### src/rtl/serial_subtractor_pkg.sv
// Shared types for the bit-serial subtractor: FSM state encoding and
// the bit-counter width helper.
package serial_sub_pkg;

  typedef enum logic [1:0] {
    IDLE  = 2'd0,
    SHIFT = 2'd1,
    DONE  = 2'd2
  } state_e;

  // Counter counts WIDTH-1 down to 0; never narrower than one bit.
  function automatic int cnt_w(input int width);
    return (width <= 2) ? 1 : $clog2(width);
  endfunction

endpackage

### src/rtl/serial_subtractor_full_subtractor.sv
// One-bit full-subtractor cell: diff = a - b - b_in, with borrow out.
module full_subtractor (
  input  logic a,
  input  logic b,
  input  logic b_in,
  output logic diff,
  output logic b_out
);

  assign diff  = a ^ b ^ b_in;
  assign b_out = (~a & b) | (~(a ^ b) & b_in);

endmodule

### src/rtl/serial_subtractor.sv
// Bit-serial a - b, LSB first, behind a start/ready/done handshake.
// Results and flags are committed together on the last shift.
module serial_subtractor
  import serial_sub_pkg::*;
#(
  parameter int WIDTH = 8
) (
  input  logic             clk,
  input  logic             reset,
  input  logic             start,
  input  logic [WIDTH-1:0] a,
  input  logic [WIDTH-1:0] b,
  output logic             ready,
  output logic             done,
  output logic [WIDTH-1:0] diff,
  output logic             borrow_out,
  output logic             overflow
);

  localparam int CW = cnt_w(WIDTH);

  state_e           state_q;
  logic [WIDTH-1:0] a_q, b_q, diff_q;
  logic [WIDTH-2:0] res_q;
  logic [CW-1:0]    cnt_q;
  logic             bor_q, amsb_q, bmsb_q;
  logic             ready_q, done_q, borrow_q, ovf_q;

  logic             d_bit, bout;
  logic [WIDTH-1:0] res_d;

  full_subtractor u_fs (
    .a    (a_q[0]),
    .b    (b_q[0]),
    .b_in (bor_q),
    .diff (d_bit),
    .b_out(bout)
  );

  // Partial result plus the bit being produced this cycle; on the last
  // shift this is the complete difference.
  assign res_d = {d_bit, res_q};

  always_ff @(posedge clk or posedge reset) begin
    if (reset) begin
      state_q  <= IDLE;
      a_q      <= '0;
      b_q      <= '0;
      res_q    <= '0;
      cnt_q    <= '0;
      bor_q    <= 1'b0;
      amsb_q   <= 1'b0;
      bmsb_q   <= 1'b0;
      ready_q  <= 1'b1;
      done_q   <= 1'b0;
      diff_q   <= '0;
      borrow_q <= 1'b0;
      ovf_q    <= 1'b0;
    end else begin
      case (state_q)
        IDLE: begin
          if (start) begin
            a_q     <= a;
            b_q     <= b;
            amsb_q  <= a[WIDTH-1];
            bmsb_q  <= b[WIDTH-1];
            bor_q   <= 1'b0;
            cnt_q   <= CW'(WIDTH - 1);
            ready_q <= 1'b0;
            state_q <= SHIFT;
          end
        end
        SHIFT: begin
          a_q   <= a_q >> 1;
          b_q   <= b_q >> 1;
          res_q <= res_d[WIDTH-1:1];
          bor_q <= bout;
          if (cnt_q == '0) begin
            diff_q   <= res_d;
            borrow_q <= bout;
            // Signed overflow: operand signs differ and result sign != minuend sign.
            ovf_q    <= (amsb_q ^ bmsb_q) & (d_bit ^ amsb_q);
            done_q   <= 1'b1;
            state_q  <= DONE;
          end else begin
            cnt_q <= cnt_q - 1'b1;
          end
        end
        DONE: begin
          done_q  <= 1'b0;
          ready_q <= 1'b1;
          state_q <= IDLE;
        end
        default: begin
          done_q  <= 1'b0;
          ready_q <= 1'b1;
          state_q <= IDLE;
        end
      endcase
    end
  end

  assign ready      = ready_q;
  assign done       = done_q;
  assign diff       = diff_q;
  assign borrow_out = borrow_q;
  assign overflow   = ovf_q;

endmodule

### config.mk
export PLATFORM = sky130hd
export DESIGN_NAME = serial_subtractor
export DESIGN_NICKNAME = d
export VERILOG_FILES = /design/src/rtl/serial_subtractor_pkg.sv /design/src/rtl/serial_subtractor_full_subtractor.sv /design/src/rtl/serial_subtractor.sv
export SDC_FILE = /design/constraint.sdc
export NUM_CORES = 1
export LEC_CHECK = 0
export ABC_AREA = 0
export BUFFER_PORTS_ARGS = -buffer_cell sky130_fd_sc_hd__buf_4
export CAP_MARGIN = 10
export CORE_ASPECT_RATIO = 0.6
export CORE_MARGIN = 5
export CORE_UTILIZATION = 55
export CTS_CLUSTER_DIAMETER = 80
export DETAILED_ROUTE_END_ITERATION = 10
export PLACE_DENSITY = 0.76
export SLEW_MARGIN = 15
export SYNTH_ARGS = -nofsm -noshare
export SYNTH_HDL_FRONTEND = slang
export SYNTH_SLANG_ARGS = --single-unit
### constraint.sdc
create_clock -name clk -period 3.1 [get_ports clk]
set_input_delay 0 -clock clk [delete_from_list [all_inputs] [get_ports clk]]
set_output_delay 0 -clock clk [all_outputs]
set_load 0.02 [all_outputs]
==> flow_metrics.env, run 1 <==
export IMPL_run_status="completed"
export IMPL_rr_worst_depth=2
export IMPL_gr_usage_met3_pct=5.62
export IMPL_vias=1294
export IMPL_num_rows=16
export IMPL_final_common_cell="dfrtp_1"
export IMPL_final_cell_mix="42 x dfrtp_1, 32 x buf_4, 20 x nand2_1, 13 x a22oi_1"
export IMPL_ctsResizeCount=0
export IMPL_swShare_pct=34.7
export IMPL_rr_startpoint="state_q[1]"
export IMPL_p_leak_nw=1.11
export IMPL_combPwrFrac_pct=40.6
export IMPL_track_usage_pct=16.9
export IMPL_drc_errors=0
export IMPL_numCtsBuffers=5
export IMPL_viasPerCell=5.39
export IMPL_worstPathMaxFanout=22
export IMPL_rsz0062_at_grt="false"
export IMPL_grt_antenna_before_repair=0
export IMPL_ys_types=28
export IMPL_ys_warn_count=0
export IMPL_grtUsageMet1_pct=24.8
export IMPL_post_cts_buffers=0
export IMPL_stdcell_count=240
export IMPL_maxCapViolCount=0
export IMPL_use_met2_pct=23.5
export IMPL_setup_ws_ns=1.27
export IMPL_min_path_cells=3
export IMPL_grt_busiest_layer="met1"
export IMPL_worstHoldPathType="in2reg"
export IMPL_clock_latency_ns=0.29
export IMPL_cts_buffer_depth=2
export IMPL_ant_nets=0
export IMPL_rr_endpoint="res_q[4]"
export IMPL_crit_required_ns=3.27
export IMPL_switchingPower_uw=785
export IMPL_synth_seq_cells=43
export IMPL_num_antenna_cells=0
export IMPL_power_internal_mw=1.48
export IMPL_start_util_pct=58.1
export IMPL_root_buffer="clkbuf_8"
export IMPL_end_kind="flip-flop"
export IMPL_cts_sinks=43
export IMPL_start_kind="flip-flop"
export IMPL_clk_pin_slew_ns=0.07
export IMPL_dieArea_um2=4840
export IMPL_post_drt_wl_per_cell_um=15.2
export IMPL_min_to="a_q[4]"
export IMPL_core_um2=3320
export IMPL_dp_cells=226
export IMPL_dp_hpwl_mm=2.68
export IMPL_vdd_drop_max_v=0.000543
export IMPL_dp_slack_ns=1.28
export IMPL_fmax_ghz=0.546
export IMPL_numPortBuffers=30
export IMPL_tritoncts="done"
export IMPL_p_total_mw=2.26
export IMPL_drive_gt1_share_pct=31.3
export IMPL_fin_worst_skew_ns=0.00608
export IMPL_seqPwrFrac_pct=42.7
export IMPL_clkPwrFrac_pct=16.7
export IMPL_syn_avg_cell_area_um2=12.2
export IMPL_cts_htree_levels=2
export IMPL_gp_congestion=0.778
export IMPL_setup_violations=0
export IMPL_grt_max_degree=28
export IMPL_ys_top_cells_by_area="dfrtp_1 54%, mux2_2 6.4%, a22oi_1 5.1%"
export IMPL_hold_buffers=6
export IMPL_min_from="a[4]"
export IMPL_syn_nets=180
export IMPL_crit_arrival_ns=2.00
export IMPL_tns_ns=0
export IMPL_netlist_area_leader_share_pct=54.4
export IMPL_relSlewSlack_pct=46.3
export IMPL_grt_pass1_wl_mm=6.51
export IMPL_io_pins=31
export IMPL_reg2reg_slack_ns=1.27
export IMPL_die_h_um=55.9
export IMPL_dieWidth_um=86.5
export IMPL_critPathKind="reg2reg"
export IMPL_grt_overflow_total=0
export IMPL_synth_top_cell_by_area="dfrtp_1"
export IMPL_fin_crit_ns=1.83
export IMPL_totalWireLength_mm=3.66
export IMPL_synth_area_um2=1930
export IMPL_hold_viol=0
export IMPL_syn_to_final_growth_pct=19.8
export IMPL_drt_iter0_drc=53
export IMPL_finalCritPeriodShare_pct=59.1
export IMPL_detail_route_first_pass_iterations=4
export IMPL_syn_inst=158
export IMPL_report_final_slew_viol_count=0
export IMPL_finalNetCount=216
export IMPL_seq_area_frac_synth_pct=55.8
export IMPL_tightest_slew_ns=0.805
export IMPL_power_density_nw_per_um2=978
export IMPL_first_global_vias=1355
-- cell type report --
class / instances / area (um2)
clock buffer: 8 / 100
inverter: 9 / 33.8
multi-input combinational: 97 / 746
sequential: 43 / 1080
fill: 251 / 1010
timing repair buffer: 38 / 300
tap: 45 / 56.3
-- synthesized netlist by cell type --
library cell	number
a22o_1	3
dfstp_2	1
nor2b_1	2
o21ai_1	11
inv_1	9
nor2b_4	1
a31oi_1	1
nand3b_4	1
buf_4	2
a22oi_1	13
a21oi_1	5
and3b_1	4
mux2_1	2
nand2_1	20
buf_6	4
nor2_1	2
o21bai_4	1
nor3b_4	1
a21o_1	1
mux2_2	11
mux2_4	5
dfrtp_1	42
ha_1	2
buf_2	3
o21ai_0	7
nand2b_1	2
a22oi_2	1
fa_1	1
-- logic make-up after synthesis --
| family | after synthesis | synth area share, % |
|---|---|---|
| AOI/OAI and AO/OA | 43 | 14.7 |
| muxes | 18 | 11.5 |
| buffers and inverters | 18 | 5.63 |
| adders and majority gates | 3 | 2.33 |
| and+or+nand+nor | 33 | 10.1 |
| DFF | 43 | 55.8 |
-- state kept, by name (all words and copies together), names as in the netlist --
register,flops
bor_q,1
borrow_out,1
diff,8
ready,1
bmsb_q,1
cnt_q,3
state_q,2
a_q,8
done,1
b_q,8
overflow,1
amsb_q,1
res_q,7
-- worst max-delay path by stage --
stage	slack [ns]	start	cells after the start	endpoint
final	1.27	state_q[1]	2	res_q[4]
after global routing	1.16	state_q[1]	2	res_q[4]
after CTS	1.27	state_q[1]	2	res_q[4]
after detailed placement	1.28	state_q[1]	2	res_q[4]
after global placement	1.36	state_q[1]	2	res_q[1]
after floorplan	1.60	cnt_q[0]	6	diff[0]
-- metal layers --
metal / vias up / part of all wire, %
met5: - / 0
met4: 0 / 1.4
met3: 7 / 7.1
met2: 35 / 43
met1: 632 / 48
li1: 620 / -
-- power by group through the flow --
stage / clock network (mW) / logic [mW] / registers, mW
floorplan: 0 / 0.621 / 1.02
CTS: 0.386 / 0.928 / 0.966
finish: 0.377 / 0.918 / 0.967
detailed placement: 0 / 0.920 / 0.976
global route: 0.406 / 1.03 / 1.00
global placement: 0 / 0.880 / 0.959
-- critical path: stages (launching register included) --
cell and delay, ns:
dfrtp_1 0.65, nor2b_1 0.65, mux2_2 0.42
-- stage by stage --
stage / utilization (%) / hold WS [ns] / instance area, um2
6_report: 69.6 / 0.00423 / 2310
3_5_place_dp: 64.8 / 0.212 / 2150
4_1_cts: 69.6 / 0.00382 / 2310
2_1_floorplan: - / 0.133 / 1930
3_3_place_gp: 64.8 / 0.173 / 2150
5_1_grt: 69.6 / 0.00142 / 2310
Note: power is estimated with default switching activity, not from simulation.
==> run 2, diff against run 1 <==
- clock period: 3.1 -> 1.7 ns (I/O delays scaled with it)
==> run 2 against run 1 <==
Against the previous run:
- wire length is 4.3% higher
- sequential power is 81% higher
- utilization is 2.2 points higher
- count of clock-buffer cells in the layout stayed put
- critical endpoint is now diff[0]
- largest cell class unchanged
- via count is 1.5% higher
- design area is 3.1% higher
- setup slack worse by 1.2 ns
- clock skew is 0.0019 ns lower
==> flow_metrics.env, run 2 (synthesis results as in run 1) <==
export IMPL_finalCritPeriodShare_pct=94.2
export IMPL_ant_nets=0
export IMPL_first_global_vias=1345
export IMPL_drive_gt1_share_pct=32.5
export IMPL_clock_latency_ns=0.29
export IMPL_gp_congestion=0.737
export IMPL_num_antenna_cells=0
export IMPL_track_usage_pct=17.3
export IMPL_tightest_slew_ns=0.529
export IMPL_detail_route_first_pass_iterations=4
export IMPL_post_drt_wl_per_cell_um=15.4
export IMPL_hold_viol=0
export IMPL_start_kind="flip-flop"
export IMPL_combPwrFrac_pct=41.8
export IMPL_setup_violations=0
export IMPL_drc_errors=0
export IMPL_rr_worst_depth=5
export IMPL_cts_sinks=43
export IMPL_report_final_slew_viol_count=0
export IMPL_end_kind="flip-flop"
export IMPL_min_to="b_q[1]"
export IMPL_run_status="completed"
export IMPL_cts_htree_levels=2
export IMPL_rr_startpoint="cnt_q[0]"
export IMPL_tns_ns=0
export IMPL_syn_to_final_growth_pct=23.5
export IMPL_switchingPower_mw=1.46
export IMPL_relSlewSlack_pct=64.7
export IMPL_power_density_nw_per_um2=1760
export IMPL_numPortBuffers=30
export IMPL_maxCapViolCount=0
export IMPL_clk_pin_slew_ns=0.08
export IMPL_fin_crit_ns=1.60
export IMPL_grt_antenna_before_repair=0
export IMPL_dieArea_um2=4840
export IMPL_crit_arrival_ns=1.78
export IMPL_power_internal_mw=2.74
export IMPL_start_util_pct=58.1
export IMPL_dieWidth_um=86.5
export IMPL_fin_worst_skew_ns=0.00414
export IMPL_seqPwrFrac_pct=41.7
export IMPL_crit_required_ns=1.88
export IMPL_numCtsBuffers=5
export IMPL_reg2reg_slack_ns=0.1
export IMPL_worstHoldPathType="in2reg"
export IMPL_rsz0062_at_grt="false"
export IMPL_clkPwrFrac_pct=16.6
export IMPL_cts_buffer_depth=2
export IMPL_dp_hpwl_mm=2.68
export IMPL_root_buffer="clkbuf_8"
export IMPL_vias=1313
export IMPL_fmax_ghz=0.624
export IMPL_drt_iter0_drc=55
export IMPL_utilization_pct=71.8
export IMPL_post_cts_buffers=0
export IMPL_core_um2=3320
export IMPL_io_pins=31
export IMPL_worstPathMaxFanout=13
export IMPL_final_fill_count=251
export IMPL_die_h_um=55.9
export IMPL_grt_overflow_total=0
export IMPL_finalNetCount=224
export IMPL_vdd_drop_max_v=0.00121
export IMPL_totalWireLength_mm=3.82
export IMPL_swShare_pct=34.8
export IMPL_grt_pass1_wl_mm=6.38
export IMPL_min_path_cells=3
export IMPL_final_common_cell="dfrtp_1"
export IMPL_grt_max_degree=44
export IMPL_num_rows=16
export IMPL_p_leak_nw=1.15
export IMPL_min_from="b[1]"
export IMPL_tritoncts="done"
export IMPL_viasPerCell=5.29
export IMPL_rr_endpoint="diff[0]"
export IMPL_final_cell_mix="42 x dfrtp_1, 36 x buf_4, 20 x nand2_1, 13 x a22oi_1"
export IMPL_critPathKind="reg2reg"
## run 2: cell types whose count changed in the layout (fill, tap and decap cells not counted), sizes merged
cell,delta
buf,+4
dlygate4sd3,+4
## run 2: layout make-up
type                    count  area (um2)  share of cell area [%]
repair buffers             46         370                    15.5
multi-input cells          97         748                    31.4
well taps                  45        56.3                    2.36
inverters                   9        33.8                    1.42
flip-flops and latches     43        1080                    45.1
clock buffers               8         100                    4.20
## run 2: metal layers
layer  part of all wire, %  track usage, %
met1                    47            22.9
met2                    45            25.5
met3                   6.3            6.21
met4                   1.7            7.78
met5                     0               0
## run 2: timing repair
| item | in CTS | in global routing |
|---|---|---|
| resized for setup | 0 | 1 |
| endpoints found under the hold margin | 52 | 0 |
| hold buffers | 10 | 0 |
| endpoints found under the setup margin | 0 | 8 |
## run 2: power by group through the flow
stage                     Clock (mW)  Combinational (mW)  Sequential, mW
after global routing           0.762                1.93            1.79
after CTS                      0.714                1.77            1.75
after floorplan                    0                1.13            1.86
final                          0.695                1.75            1.75
after detailed placement           0                1.74            1.77
after global placement             0                1.67            1.73
## run 2: worst max path at each step
stage               cells past startpoint      from  slack (ns)       to
floorplan                               6  cnt_q[0]        0.20  diff[0]
global placement                        5  cnt_q[0]        0.17  diff[0]
detailed placement                      5  cnt_q[0]        0.05  diff[0]
CTS                                     5  cnt_q[0]        0.03  diff[0]
global route                            5  cnt_q[0]        0.03  diff[0]
finish                                  5  cnt_q[0]         0.1  diff[0]
## run 2: per-stage QoR
stage               hold slack [ns]  cell area [um2]  instances  setup slack [ns]  total power, mW
floorplan                     0.133             1930        158             0.199             2.99
global route                0.00446             2390        248            0.0341             4.48
CTS                         0.00348             2380        248            0.0284             4.23
global placement              0.162             2180        230             0.168             3.40
detailed placement            0.170             2180        230            0.0458             3.51
finish                      0.00442             2390        248            0.0980             4.20
## run 2: critical path: stages, from the launching register on
cell,delay (ns)
dfrtp_1,0.40
inv_1,0.10
ha_1,0.17
ha_2,0.26
nand3b_4,0.21
mux2_4,0.35
==> run 3, diff against run 2 <==
- CORE_UTILIZATION: 55 -> 45
- PLACE_DENSITY: 0.76 -> 0.64
==> run 3 against run 2 <==
Against the previous run:
- total power grew 6.1%
- sequential cell count is the same
- clock power grew 35%
- highest routed layer unchanged
==> flow_metrics.env, run 3 (synthesis results as in run 1) <==
export IMPL_first_global_vias=1398
export IMPL_path_common_cell="ha_1"
export IMPL_power_density_nw_per_um2=1810
export IMPL_min_from="a[6]"
export IMPL_ant_nets=0
export IMPL_viasPerCell=5.05
export IMPL_dp_hpwl_mm=2.84
export IMPL_fin_worst_skew_ns=0.00781
export IMPL_critPathBufInv=2
export IMPL_finalNetCount=227
export IMPL_gp_congestion=0.692
export IMPL_cts_sinks=43
export IMPL_maxCapViolCount=0
export IMPL_grt_overflow_total=0
export IMPL_final_common_cell="dfrtp_1"
export IMPL_worstHoldPathType="in2reg"
export IMPL_crit_arrival_ns=1.72
export IMPL_num_rows=18
export IMPL_start_util_pct=46.9
export IMPL_num_antenna_cells=0
export IMPL_worstPathMaxFanout=5
export IMPL_post_drt_wl_per_cell_um=15.0
export IMPL_design_area_um2=2460
export IMPL_track_usage_pct=15.7
export IMPL_vias=1342
export IMPL_run_status="completed"
export IMPL_rr_startpoint="cnt_q[0]"
export IMPL_dieArea_um2=5750
export IMPL_final_cell_mix="42 x dfrtp_1, 37 x buf_4, 20 x nand2_1, 13 x a22oi_1, 12 x dlygate4sd3_1"
export IMPL_worstPathCellList="inv_1 -> ha_1 -> ha_1 -> buf_4 -> nor2_1 -> a22o_1 -> a22oi_1"
export IMPL_setup_violations=0
export IMPL_drc_errors=0
export IMPL_start_kind="flip-flop"
export IMPL_relSlewSlack_pct=64.1
export IMPL_io_pins=31
export IMPL_grt_antenna_before_repair=0
export IMPL_ctsResizeCount=0
export IMPL_tns_ns=0
export IMPL_min_path_cells=3
export IMPL_fmax_ghz=0.638
export IMPL_tightest_slew_ns=0.539
export IMPL_cts_buffer_depth=2
export IMPL_p_leak_nw=1.18
export IMPL_placed_area_um2=2210
export IMPL_core_um2=4120
export IMPL_detail_route_first_pass_iterations=4
export IMPL_drt_iter0_drc=52
export IMPL_tritoncts="done"
export IMPL_numPortBuffers=30
export IMPL_clk_pin_slew_ns=0.08
export IMPL_totalWireLength_mm=4.00
export IMPL_fin_crit_ns=1.57
export IMPL_vdd_drop_max_v=0.000608
export IMPL_rr_worst_depth=7
export IMPL_reg2reg_slack_ns=0.13
export IMPL_report_final_slew_viol_count=0
export IMPL_slowest_delay_ns=0.37
export IMPL_min_to="a_q[6]"
export IMPL_die_h_um=60.8
export IMPL_syn_to_final_growth_pct=27.5
export IMPL_finalCritPeriodShare_pct=92.2
export IMPL_critPathKind="reg2reg"
export IMPL_clock_latency_ns=0.30
export IMPL_rsz0062_at_grt="false"
export IMPL_crit_path_top_delay_cell="dfrtp_1"
export IMPL_end_kind="flip-flop"
export IMPL_cts_htree_levels=2
export IMPL_grt_pass1_wl_mm=6.72
export IMPL_rr_endpoint="cnt_q[1]"
export IMPL_dieWidth_um=94.6
export IMPL_drive_gt1_share_pct=32.0
export IMPL_numCtsBuffers=5
export IMPL_root_buffer="clkbuf_8"
export IMPL_crit_required_ns=1.85
export IMPL_grt_max_degree=44
export IMPL_cpLargestDelayFamily="adder cells"
export IMPL_hold_viol=0
==> run 3: changes by cell type in the layout (fill, tap and decap cells not counted) <==
cell           before  now
buf_4              36   37
bufinv_16           0    2
clkbuf_8            7    5
dlygate4sd3_1      10   12
ha_1                1    2
ha_2                1    0
==> run 3: report_power, final <==
part           total, mW  internal, mW  switching, mW
clock network      0.937         0.587          0.350
registers           1.78          1.48          0.301
logic               1.74         0.891          0.849
==> run 3: worst max-delay path by stage <==
stage               startpoint       end  slack [ns]  depth (start not counted)
floorplan             cnt_q[0]   diff[0]        0.20                          6
detailed placement    cnt_q[0]   diff[2]        0.16                          5
global placement      cnt_q[0]   diff[5]        0.22                          5
CTS                   cnt_q[0]  cnt_q[1]        0.15                          7
global route          cnt_q[0]   diff[2]         0.1                          5
finish                cnt_q[0]  cnt_q[1]        0.13                          7
==> run 3: metrics by stage <==
step	power (mW)	std cells	hold slack, ns	util, %	setup WS (ns)
5_1_grt	4.75	266	0.0157	59.7	0.0951
3_3_place_gp	3.41	246	0.164	53.6	0.224
2_1_floorplan	2.99	158	0.133	-	0.199
6_report	4.46	266	0.00289	59.7	0.132
4_1_cts	4.50	266	0.000669	59.7	0.148
3_5_place_dp	3.54	246	0.181	53.6	0.161
==> run 3: repair_timing <==
action / CTS / global route
hold endpoints to repair: 54 / 0
buffers inserted: 0 / 0
hold buffers: 12 / 0
==> run 3: routing by layer <==
metal	vias up	wire length (um)	global-route usage, %
li1	648	-	-
met1	649	1880	20.9
met2	38	1870	23.8
met3	7	181	4.34
met4	0	72	8.62
met5	-	0	0
==> run 3: layout make-up <==
class                   count  area [um2]
fillers                   342        1660
flip-flops and latches     43        1080
multi-input cells          97         746
repair buffers             49         398
well taps                  60        75.1
clock buffers               6        72.6
clock inverters             2        60.1
inverters                   9        33.8
==> run 3: worst min-delay path: stages <==
cell     delay (ns)
buf_4          0.08
a22oi_1        0.06
o21ai_1        0.12
